$ cat config.mk
export PLATFORM = sky130hd
export DESIGN_NAME = dff_ram_param
export DESIGN_NICKNAME = d
export VERILOG_FILES = /design/src/rtl/dff_ram_param.sv
export SDC_FILE = /design/constraint.sdc
export NUM_CORES = 1
export LEC_CHECK = 0
export CAP_MARGIN = 20
export CORE_ASPECT_RATIO = 1.4
export CORE_MARGIN = 4
export CORE_UTILIZATION = 35
export CTS_CLUSTER_SIZE = 40
export DETAILED_ROUTE_END_ITERATION = 12
export PLACE_DENSITY = 0.49
export SYNTH_ARGS = -nofsm -noshare
export SYNTH_HDL_FRONTEND = slang
export SYNTH_SLANG_ARGS = --single-unit
$ cat constraint.sdc
create_clock -name clk -period 3.45 [get_ports clk]
set_input_delay 0.345 -clock clk [delete_from_list [all_inputs] [get_ports clk]]
set_output_delay 0.345 -clock clk [all_outputs]
set_load 0.02 [all_outputs]
$ cat src/rtl/dff_ram_param.sv
// rtl/dff_ram_param.sv - parametrised single-port flop RAM with byte mask, registered read, clear sweep; optional parity under DFF_RAM_PARITY_EN
module dff_ram_param #(
    parameter int WIDTH  = 72,
    parameter int DEPTH  = 8,
    parameter int ADDR_W = 3
) (
    input  logic                 clk,
    input  logic                 rst,
    input  logic                 en,
    input  logic                 wr,
    input  logic [WIDTH/8-1:0]   be,
    input  logic [ADDR_W-1:0]    address,
    input  logic [WIDTH-1:0]     data_in,
    input  logic                 clr,
    output logic [WIDTH-1:0]     data_out,
    output logic                 rd_valid,
    output logic                 busy,
    output logic                 par_err
);

    localparam int                NB       = WIDTH / 8;
    localparam logic [ADDR_W:0]   DEPTH_W  = (ADDR_W + 1)'(DEPTH);
    localparam logic [ADDR_W-1:0] LAST_PTR = ADDR_W'(DEPTH - 1);

    typedef enum logic {
        S_CLEAR = 1'b0,
        S_IDLE  = 1'b1
    } state_t;

    state_t             state_q, state_d;
    logic [ADDR_W-1:0]  clr_ptr_q, clr_ptr_d;

    // Storage has no reset; the clear sweep is the only initialisation.
    logic [WIDTH-1:0]   mem_q [DEPTH];

    logic [WIDTH-1:0]   data_out_q, data_out_d;
    logic               rd_valid_q, rd_valid_d;
    logic               par_err_q, par_err_d;

    logic               in_range;
    logic               accept;
    logic               wr_fire;
    logic               rd_fire;
    logic               rd_par_mismatch;

    // clr wins over a same-cycle access, and nothing is accepted mid-sweep.
    assign in_range = ({1'b0, address} < DEPTH_W);
    assign accept   = (state_q == S_IDLE) && !clr;
    assign wr_fire  = accept && !en && !wr && in_range;
    assign rd_fire  = accept && !en && wr;

    // State and sweep pointer register; reset restarts the sweep from word 0.
    always_ff @(posedge clk or posedge rst) begin
        if (rst) begin
            state_q   <= S_CLEAR;
            clr_ptr_q <= '0;
        end else begin
            state_q   <= state_d;
            clr_ptr_q <= clr_ptr_d;
        end
    end

    // Next state: sweep one word per cycle, return to IDLE after the last word.
    always_comb begin
        state_d   = state_q;
        clr_ptr_d = clr_ptr_q;
        case (state_q)
            S_CLEAR: begin
                if (clr_ptr_q == LAST_PTR) begin
                    state_d   = S_IDLE;
                    clr_ptr_d = '0;
                end else begin
                    clr_ptr_d = clr_ptr_q + ADDR_W'(1);
                end
            end
            S_IDLE: begin
                if (clr) begin
                    state_d   = S_CLEAR;
                    clr_ptr_d = '0;
                end
            end
            default: begin
                state_d   = S_CLEAR;
                clr_ptr_d = '0;
            end
        endcase
    end

    // Array write: sweep zeroes one word, otherwise masked byte writes.
    always_ff @(posedge clk) begin
        if (state_q == S_CLEAR) begin
            mem_q[clr_ptr_q] <= '0;
        end else if (wr_fire) begin
            for (int i = 0; i < NB; i++) begin
                if (be[i]) begin
                    mem_q[address][8*i +: 8] <= data_in[8*i +: 8];
                end
            end
        end
    end

`ifdef DFF_RAM_PARITY_EN
    logic [NB-1:0] par_q [DEPTH];

    // Parity write: even parity per written byte, zero during the sweep.
    always_ff @(posedge clk) begin
        if (state_q == S_CLEAR) begin
            par_q[clr_ptr_q] <= '0;
        end else if (wr_fire) begin
            for (int i = 0; i < NB; i++) begin
                if (be[i]) begin
                    par_q[address][i] <= ^data_in[8*i +: 8];
                end
            end
        end
    end

    // Parity check of the addressed word; only consumed for in-range reads.
    always_comb begin
        rd_par_mismatch = 1'b0;
        if (in_range) begin
            for (int i = 0; i < NB; i++) begin
                if (par_q[address][i] != (^mem_q[address][8*i +: 8])) begin
                    rd_par_mismatch = 1'b1;
                end
            end
        end
    end
`else
    assign rd_par_mismatch = 1'b0;
`endif

    // Read next-state: load on a read, hold data otherwise, pulse valid.
    always_comb begin
        data_out_d = data_out_q;
        rd_valid_d = 1'b0;
        par_err_d  = 1'b0;
        if (rd_fire) begin
            rd_valid_d = 1'b1;
            if (in_range) begin
                data_out_d = mem_q[address];
                par_err_d  = rd_par_mismatch;
            end else begin
                data_out_d = '0;
            end
        end
    end

    // Registered read outputs.
    always_ff @(posedge clk or posedge rst) begin
        if (rst) begin
            data_out_q <= '0;
            rd_valid_q <= 1'b0;
            par_err_q  <= 1'b0;
        end else begin
            data_out_q <= data_out_d;
            rd_valid_q <= rd_valid_d;
            par_err_q  <= par_err_d;
        end
    end

    assign data_out = data_out_q;
    assign rd_valid = rd_valid_q;
    assign par_err  = par_err_q;
    assign busy     = (state_q == S_CLEAR);

endmodule
### Word level (Yosys, flattened, before mapping)

Memory sizes are Yosys's and may differ from the RTL's. A register that Yosys moved wholly into a read port is not among the register bits.
Cells that the tools add are included.

* add/subtract/negate cells: 1
* eq/ne operators: 2
* muxes and demuxes: 47
* bitwise gates (word level): 1
* reduce and logical (&&, ||, !) cells: 8

Operators by type and width (number)
* 2-to-1 mux 72 bit: 1
* OR reduction 72 bit: 1
* 2-to-1 mux 1 bit: 40
* 2-to-1 mux 3 bit: 3
* 2-to-1 mux 9 bit: 1
* one-hot mux 3 bit (2 select lines): 1
* logical AND 1 bit: 4
* adder 3 x 1 -> 3 bit, second input constant: 1
* equality test 3 bit, second input constant: 1
* logical NOT 1 bit: 3
* != test 2 bit, second input constant: 1
* one-hot mux 1 bit (2 select lines): 1
* NOT 1 bit: 1

* bits in registers: 5
* bits in writable memories: 576
* bits of input ports: 89
* output and inout bits: 75
* logic and storage cells: 63
* memories: 1

Memories
* mem_q: words 8, bits a word 72, read ports 1, clocked after memory_dff 1, wr ports 1, line 34 `logic [WIDTH-1:0] mem_q [DEPTH];`

### Logic depth before layout (Yosys ltp)

Gate-level depths: netlist of the first run.

* word-level depth: 9
* depth in mapped cells: 6
* gate-level depth less buffers: 4

### Least setup slack after synthesis of the first run

No wires, ideal clock.

* path type: input to register
* start point: in address[1]
* end point: mem mem_q[6][0] (enable)
* library setup time: 0.384 ns
* arrival time: 1.876 ns
* required time: 3.066 ns
* path slack: 1.190 ns
* cell stages on the path: 6
* path buffers: 3
* path through: buf_2 > buf_4 > buf_2 > nor2b_1 > nand3_1 > o21ai_0

* cells in the longest elaborated chain, start to end: 1

Ends and longest elaborated chain
* start, declared: line 12 `input logic [ADDR_W-1:0] address,`
* 2-to-1 mux 3 bit (no line)
* end, declared: line 34

Every way passes these cells.

### Worst setup path after layout of the first run

* start point: reg state_q
* end point: mem mem_q[4][65], data pin

* cells in the longest elaborated chain, start to end: 8
* elaborated cells between the ends (all ways): 32
* those cells by class: 28 x mux; 4 x reduce/logical

Ends and longest elaborated chain
* start, declared: line 30 `state_t state_q, state_d;`
* start signal, assigned: line 58 `state_q <= state_d;`
* logical AND 1 bit: line 48 `assign accept = (state_q == S_IDLE) && !clr;`
* logical AND 1 bit (2 in series): line 49 `assign wr_fire = accept && !en && !wr && in_range;`
* 2-to-1 mux 1 bit: line 93 `end else if (wr_fire) begin`
* 2-to-1 mux 1 bit: line 91 `if (state_q == S_CLEAR) begin`
* 2-to-1 mux 1 bit (implied by the code): line 96 `mem_q[address][8*i +: 8] <= data_in[8*i +: 8];`
* OR reduction 72 bit (no line) (*)
* 2-to-1 mux 72 bit (no line) (*)

Mark *: on every way between the ends. The rest lies on a longest branch, timed or not.

==> impl_metrics.json, run 1 <==
{
  "status": "complete, no violations",
  "ys_top_cells_by_area": "edfxtp_1 67%, dfrtp_1 7.5%, mux2_2 6.3%",
  "die-area_um2": 78230,
  "multiInputGateArea_um2": 6161,
  "min_period_ns": 2.471,
  "fillers": 6586,
  "htreeDepth": 3,
  "ys_seq_elements": 653,
  "min_path_type": "in2async",
  "fin_util": 0.4274,
  "dr.pass1.iters": 5,
  "slew_violations": 0,
  "grt_use_total": 0.1756,
  "leakagePower_nw": 11.20,
  "yosysWarnings": 0,
  "postRouteAntennaNets": 0,
  "synthCells": 1524,
  "post_cts_buffers": 0,
  "port_buffers": 162,
  "fin_crit_sh": 0.7164,
  "grt_pass1_wl_mm": 101.3,
  "clock_skew_ns": 0.02082,
  "final-setup-viol-count": 0,
  "drc_errors": 0,
  "cts.sinks": 653,
  "cts.repair.resized": 0,
  "dp.final_hpwl_mm": 40.80,
  "ys_top_cells_by_count": "576 x edfxtp_1, 144 x mux2_2, 144 x mux2i_1, 93 x nand2_1, 77 x dfrtp_1",
  "initial_core_util": 0.3541,
  "netlist_area_um2": 25810,
  "maxCapViolations": 0,
  "crit_start": "state_q$_DFF_PP0_",
  "drt-total-wl_mm": 69.24,
  "layout.nets": 1855,
  "yosysMostFrequentCell": "edfxtp_1",
  "synth_async_sr_flop_share": 0.1179,
  "endpoint_kind": "register",
  "synth_edf_count": 576,
  "clk_latency_ns": 0.61,
  "tns_ns": 0,
  "gr-total-overflow": 0,
  "cts.path.max_buffers": 3,
  "fp.coreArea_um2": 72900,
  "rr_startpoint": "state_q$_DFF_PP0_",
  "routed_via_density": 5.156,
  "crit_type": "reg2reg",
  "wire_per_inst_um": 24.99,
  "worstPathMaxFanout": 72,
  "tightestPinTransition_ns": 0.9831,
  "r2r-end": "mem_q[4][65]$_DFFE_PP_",
  "rows": 117,
  "finalHoldViolCount": 0,
  "setup.worst_path.end": "mem_q[4][65]$_DFFE_PP_",
  "start_kind": "register",
  "drive_above_1_share": 0.2008,
  "synth.largest_area_cell": "edfxtp_1",
  "grt_antenna_before_repair": 2,
  "reg2reg_slack_ns": 0.98,
  "cts_inserted_buffers": 66,
  "yosys.cell_types.count": 33,
  "cts_hold_buf": 0,
  "drt_iter0_drc": 1113,
  "cp.required_ns": 3.82,
  "cts_tree": "done",
  "area_growth_pct": 20.71,
  "synth_top_area_share": 0.6700,
  "ff2ff_path_depth": 4,
  "routabilityCongestion": 0.7435,
  "fp.dieW_um": 237.5,
  "clk_pin_slew_ns": 0.06,
  "grt_max_degree": 146,
  "worst_ep_arrival_time_ns": 2.84,
  "grt_pass1_vias": 14900,
  "p_per_area_nw_per_um2": 783.4,
  "ios": 164,
  "synthesis.nets": 1615,
  "ys_seq_area_frac": 0.7447,
  "rsz0062_at_grt": "no",
  "ys_dominant_reg_cell": "edfxtp_1",
  "seqCellArea_um2": 19220,
  "via_count": 14290,
  "die_height_um": 329.3,
  "ir_worst_vdd_mv": 0.3261,
  "max_freq_mhz": 404.6,
  "relSlewSlack": 0.3446,
  "root_buffer": "clkbuf_16",
  "syn_area_per_cell_um2": 16.94
}
worst max-delay path: stages, from the launching register on:
cell and delay [ns]:
dfrtp_1 0.68, or4b_4 0.54, a31oi_4 0.18, buf_12 0.39, and2_1 0.43
report_power, final:
group	switching [mW]	internal, mW
clock	3.00	4.04
combinational	3.39	2.16
sequential	0.735	11.1
kinds of logic after synthesis:
logic type	Yosys count	share of synthesized area
buffers and inverters	93	0.01837
muxes	288	0.1187
DFF	653	0.7447
AOI/OAI and AO/OA	293	0.07876
other	1	0.0001453
adders and majority gates	2	0.0009692
and+or+nand+nor	194	0.03844
final cells by class:
cell class              instances  area share
well taps                     952     0.03823
clock buffers                  92     0.05875
repair buffers                262     0.07870
inverters                       3   0.0004417
clock inverters                30    0.009155
diodes                          1  0.00008031
multi-input cells             778      0.1977
flip-flops and latches        653      0.6169
metal layers:
layer	share of wire	vias up	global-route usage
met5	0	-	0
met4	0.018	0	0.04368
met3	0.050	101	0.03115
met2	0.49	361	0.2952
met1	0.44	7367	0.2382
li1	-	6458	-
metrics by stage:
step	hold slack, ns	instance area, um2	power, mW	worst slack, ns	instances
after detailed placement	0.4667	29040	17.66	0.6480	2648
after CTS	0.1970	31160	24.77	0.9359	2770
final	0.2240	31160	24.41	0.9785	2771
after global placement	0.4658	29040	17.57	0.5991	2648
after floorplan	0.4275	25810	14.56	1.138	1524
after global routing	0.2544	31160	25.55	0.8338	2770
state kept, by name, summed over array words and instances, names as in the netlist:
name       flops
mem_q        576
data_out      72
clr_ptr_q      3
rd_valid       1
state_q        1
worst min path at each step:
| stage | startpoint | endpoint | slack, ns | cells past startpoint |
|---|---|---|---|---|
| CTS | rst | data_out[67]$_DFFE_PP0P_ | 0.20 | 2 |
| finish | rst | data_out[67]$_DFFE_PP0P_ | 0.22 | 2 |
| global placement | data_out[22]$_DFFE_PP0P_ | data_out[22]$_DFFE_PP0P_ | 0.47 | 2 |
| floorplan | clr | clr_ptr_q[2]$_DFFE_PP0P_ | 0.43 | 1 |
| global route | rst | data_out[67]$_DFFE_PP0P_ | 0.25 | 2 |
| detailed placement | data_out[36]$_DFFE_PP0P_ | data_out[36]$_DFFE_PP0P_ | 0.47 | 2 |
placed cells by master, fill, tap and decap left out, types with 3 or more instances in the layout:
| master | n |
|---|---|
| nor2b_1 | 6 |
| o31ai_1 | 72 |
| nand3_1 | 6 |
| nor2_1 | 5 |
| o22ai_1 | 72 |
| dfrtp_1 | 77 |
| clkinv_1 | 8 |
| a22o_1 | 73 |
| mux2i_1 | 144 |
| and2_1 | 57 |
| buf_12 | 6 |
| clkbuf_16 | 67 |
| inv_6 | 4 |
| clkbuf_1 | 19 |
| o21ai_0 | 73 |
| mux2_2 | 144 |
| clkinv_2 | 9 |
| clkbuf_8 | 6 |
| clkinvlp_4 | 3 |
| clkdlybuf4s50_1 | 161 |
| edfxtp_1 | 576 |
| buf_4 | 94 |
| and2_2 | 15 |
| nand2_1 | 92 |
| bufinv_16 | 4 |
(Power assumes the default switching activity.)
==> run 2, diff against run 1 <==
Clock period 3.45 ns to 2.5 ns, I/O delays scaled along.
==> impl_metrics.json, run 2 (synthesis results as in run 1) <==
{
  "status": "complete, no violations",
  "via_count": 14470,
  "die_height_um": 329.3,
  "grt_pass1_wl_mm": 101.7,
  "initial_core_util": 0.3541,
  "drt-total-wl_mm": 69.45,
  "slew_violations": 0,
  "postRouteAntennaNets": 0,
  "drt_iter0_drc": 1076,
  "ios": 164,
  "endpoint_kind": "register",
  "setup_ws_ns": 0.1110,
  "max_flop_register": "mem_q",
  "relSlewSlack": 0.5002,
  "pre_cts_ws_ns": 0.009601,
  "cts_tree": "done",
  "min_path_type": "in2async",
  "clock_skew_ns": 0.03450,
  "layout_commonest_cell": "edfxtp_1",
  "root_buffer": "clkbuf_16",
  "die-area_um2": 78230,
  "routabilityCongestion": 0.7256,
  "slowest_delay_ns": 0.50,
  "grt_pass1_vias": 15040,
  "area_growth_pct": 22.21,
  "tightestPinTransition_ns": 0.7478,
  "grt_antenna_before_repair": 3,
  "dp.final_hpwl_mm": 43.02,
  "dr.pass1.iters": 4,
  "drc_errors": 0,
  "cts.path.max_buffers": 3,
  "layout.nets": 1890,
  "crit_family": "simple AND/OR/NAND/NOR gates",
  "cts_hold_buf": 0,
  "fp.dieW_um": 237.5,
  "routed_via_density": 5.162,
  "rows": 117,
  "leakagePower_nw": 11.41,
  "final-setup-viol-count": 0,
  "comb_power_share": 0.234,
  "seqPwrFrac": 0.483,
  "min_period_ns": 2.389,
  "rsz0062_at_grt": "yes",
  "swShare": 0.2917,
  "p_per_area_nw_per_um2": 1067,
  "wire_per_inst_um": 24.78,
  "p_switching_mw": 9.821,
  "fin_util": 0.4327,
  "p_clk_frac": 0.283,
  "fp.coreArea_um2": 72900,
  "crit_type": "reg2reg",
  "crit_top_cell": "buf_4",
  "finalHoldViolCount": 0,
  "final_area_um2": 31550,
  "gr-total-overflow": 0,
  "critical_path_buf_inv_count": 2,
  "cts.repair.resized": 0,
  "clk_latency_ns": 0.62,
  "maxCapViolations": 0,
  "mostFrequentLayoutCells": "576 x edfxtp_1, 161 x clkdlybuf4s50_1, 144 x mux2_2, 144 x mux2i_1, 115 x buf_4",
  "post_cts_buffers": 0,
  "fin_crit_sh": 0.9556,
  "cts.sinks": 653,
  "max_freq_mhz": 418.6,
  "worstPathMaxFanout": 10,
  "cp.required_ns": 2.81,
  "start_kind": "register",
  "cts_inserted_buffers": 66,
  "post_dp_cell_area_um2": 29480,
  "htreeDepth": 3,
  "clk_pin_slew_ns": 0.06,
  "path_cells": "buf_4, nor2b_1, nand2_1, o21ai_0, buf_4",
  "grt_use_total": 0.1767,
  "largest_reg_flops": 576,
  "port_buffers": 162,
  "cp_slowest_cell": "nand2_1",
  "grt_max_degree": 71,
  "internal_power_mw": 23.85,
  "worst_ep_arrival_time_ns": 2.70,
  "ir_worst_vdd_mv": 0.4655,
  "drive_above_1_share": 0.2146
}
[run 2: path summary, 6_finish.rpt]
path / start / to / slack, ns / depth (start not counted)
worst max-delay path: state_q$_DFF_PP0_ / mem_q[2][66]$_DFFE_PP_ / 0.11 / 5
worst max register to register: state_q$_DFF_PP0_ / mem_q[2][66]$_DFFE_PP_ / 0.11 / 5
min in group clk: address[1] / data_out[4]$_DFFE_PP0P_ / 0.30 / 4
max in group asynchronous: rst / data_out[53]$_DFFE_PP0P_ / 1.87 / 3
worst min-delay path: rst / data_out[28]$_DFFE_PP0P_ / 0.03 / 2
worst min register to register: data_out[21]$_DFFE_PP0P_ / data_out[21]$_DFFE_PP0P_ / 0.47 / 2
[run 2: layer usage]
| metal | global-route usage | vias to the layer above | wire length, um |
|---|---|---|---|
| li1 | - | 6545 | - |
| met1 | 0.2328 | 7433 | 29610 |
| met2 | 0.2981 | 391 | 34490 |
| met3 | 0.03048 | 99 | 3570 |
| met4 | 0.05905 | 0 | 1780 |
| met5 | 0 | - | 0 |
[run 2: area by class of cell]
| cell class | instances | area, um2 |
|---|---|---|
| inverters | 3 | 13.76 |
| flip-flops and latches | 653 | 19220 |
| clock inverters | 35 | 305.3 |
| clock buffers | 84 | 1760 |
| fillers | 6545 | 41350 |
| repair buffers | 297 | 2890 |
| diodes | 1 | 2.502 |
| well taps | 952 | 1191 |
| multi-input cells | 778 | 6161 |
[run 2: worst reg2reg max path, cell delays in order, from the launching register on]
cell and delay (ns):
dfrtp_1 0.43, buf_4 0.20, nor2b_1 0.28, nand2_1 0.50, o21ai_0 0.46, buf_4 0.22
[run 2: power groups by stage]
stage | sequential, mW | clock (mW) | combinational (mW)
global route | 16.5 | 10.3 | 8.49
detailed placement | 16.5 | 0 | 8.03
floorplan | 16.8 | 0 | 3.26
CTS | 16.3 | 9.79 | 8.06
finish | 16.3 | 9.52 | 7.87
global placement | 16.4 | 0 | 8.00
[run 2: per-stage QoR]
step / setup TNS (ns) / instances / hold slack [ns] / total power [mW]
floorplan: 0 / 1524 / 0.3325 / 20.09
global placement: -0.2585 / 2683 / 0.4653 / 24.45
detailed placement: 0 / 2683 / 0.4671 / 24.57
CTS: 0 / 2802 / 0.0006084 / 34.19
global route: -0.07164 / 2802 / 0.03693 / 35.28
finish: 0 / 2803 / 0.03258 / 33.67
==> run 3, diff against run 2 <==
Settings changed: CTS_CLUSTER_DIAMETER set to 30, MAX_ROUTING_LAYER set to met4.
==> impl_metrics.json, run 3 (synthesis results as in run 1) <==
{
  "min_period_ns": 2.387,
  "status": "complete, no violations",
  "routed_via_density": 5.121,
  "layout.nets": 1936,
  "routabilityCongestion": 0.7342,
  "ios": 164,
  "maxCapViolations": 0,
  "fin_cells": 2896,
  "final_area_um2": 33340,
  "rows": 117,
  "slowest_delay_ns": 0.51,
  "drt_iter0_drc": 930,
  "htreeDepth": 3,
  "clk_pin_slew_ns": 0.06,
  "wire_per_inst_um": 24.23,
  "layout_commonest_cell": "edfxtp_1",
  "initial_core_util": 0.3541,
  "cts_inserted_buffers": 111,
  "min_path_type": "in2reg",
  "dpl.cell_count": 2683,
  "rsz0062_at_grt": "no",
  "cp_slowest_cell": "nand2_1",
  "fillers": 6434,
  "via_count": 14830,
  "swShare": 0.2785,
  "port_buffers": 162,
  "cp.required_ns": 2.83,
  "relSlewSlack": 0.5135,
  "seqPwrFrac": 0.413,
  "fp.coreArea_um2": 72900,
  "tightestPinTransition_ns": 0.7280,
  "cts.path.max_buffers": 3,
  "ir_worst_vdd_mv": 0.5754,
  "grt_antenna_before_repair": 3,
  "p_switching_mw": 10.98,
  "internal_power_mw": 28.45,
  "drive_above_1_share": 0.2542,
  "drt-total-wl_mm": 70.16,
  "grt_pass1_vias": 15450,
  "dr.pass1.iters": 4,
  "cts.sinks": 653,
  "slew_violations": 0,
  "max_freq_mhz": 418.9,
  "hold_slack_ns": 0.2389,
  "die_height_um": 329.3,
  "fin_crit_sh": 0.9550,
  "grt_use_total": 0.1836,
  "largest_reg_flops": 576,
  "fin_util": 0.4574,
  "grt_pass1_wl_mm": 102.7,
  "start_kind": "register",
  "finalHoldViolCount": 0,
  "final-setup-viol-count": 0,
  "mostFrequentLayoutCells": "576 x edfxtp_1, 161 x clkdlybuf4s50_1, 144 x mux2_2, 144 x mux2i_1, 115 x buf_4",
  "die-area_um2": 78230,
  "cts_tree": "done",
  "leakagePower_nw": 12.25,
  "cts.repair.resized": 0,
  "comb_power_share": 0.200,
  "fp.dieW_um": 237.5,
  "grt_max_degree": 71,
  "reg2reg_slack_ns": 0.11,
  "crit_top_cell": "buf_4",
  "post_dp_cell_area_um2": 29480,
  "pre_cts_ws_ns": 0.009601,
  "gr-total-overflow": 0,
  "worstPathMaxFanout": 10,
  "path_cells": "buf_4, nor2b_1, nand2_1, o21ai_0, buf_4",
  "p_clk_frac": 0.387,
  "postRouteAntennaNets": 0,
  "drc_errors": 0,
  "clk_latency_ns": 0.65,
  "endpoint_kind": "register",
  "crit_type": "reg2reg",
  "worst_ep_arrival_time_ns": 2.72,
  "area_growth_pct": 29.16,
  "tns_ns": 0,
  "clock_skew_ns": 0.02459,
  "setup_ws_ns": 0.1126,
  "finalPower_mw": 39.43,
  "root_buffer": "clkbuf_16",
  "dp.final_hpwl_mm": 43.02,
  "post_cts_buffers": 0,
  "cts_hold_buf": 1,
  "p_per_area_nw_per_um2": 1183,
  "max_flop_register": "mem_q"
}
## run 3: changes by cell type in the layout (fill, tap and decap cells not counted), moves of 2 or more
cell and change:
clkbuf_16 +47, clkinv_4 +6, bufinv_16 +10, clkinv_2 +7
clkinvlp_4 +15, inv_6 +6, inv_8 +2, clkbuf_1 -4
clkbuf_8 +5
## run 3: metal layers
layer / GRT usage / wire length [um] / vias to the layer above
li1: - / - / 6698
met1: 0.2335 / 30290 / 7605
met2: 0.2990 / 34650 / 414
met3: 0.03375 / 3410 / 114
met4: 0.06159 / 1812 / 0
met5: - / 0 / -
## run 3: final cells by class
| cell class | instances | area, um2 | area share |
|---|---|---|---|
| sequential | 653 | 19220 | 0.5765 |
| multi-input combinational | 778 | 6161 | 0.1848 |
| clock buffer | 132 | 2990 | 0.08968 |
| timing repair buffer | 298 | 2900 | 0.08698 |
| tap | 952 | 1191 | 0.03572 |
| clock inverter | 79 | 860.8 | 0.02582 |
| inverter | 3 | 13.76 | 0.0004128 |
| antenna | 1 | 2.502 | 0.00007505 |
## run 3: worst paths after layout
| path | cells after the start | start | endpoint |
|---|---|---|---|
| max | 5 | state_q$_DFF_PP0_ | mem_q[0][46]$_DFFE_PP_ |
| min reg2reg | 2 | data_out[21]$_DFFE_PP0P_ | data_out[21]$_DFFE_PP0P_ |
| max in group asynchronous | 4 | rst | data_out[57]$_DFFE_PP0P_ |
| min in group asynchronous | 3 | rst | data_out[30]$_DFFE_PP0P_ |
| max reg2reg | 5 | state_q$_DFF_PP0_ | mem_q[0][46]$_DFFE_PP_ |
| min | 4 | address[1] | data_out[4]$_DFFE_PP0P_ |
## run 3: power by group through the flow
stage	Combinational (mW)	Sequential (mW)	Clock (mW)
after floorplan	3.26	16.8	0
after detailed placement	8.03	16.5	0
after global placement	8.00	16.4	0
after global routing	8.50	16.6	16.1
final	7.88	16.3	15.3
after CTS	8.07	16.4	15.5
## run 3: critical path, delay by kind of cell, from the launching register on
family | cells | cell delay, ns
compound gates | 1 | 0.43
simple gates | 2 | 0.78
buf+inv | 2 | 0.44
flops | 1 | 0.43
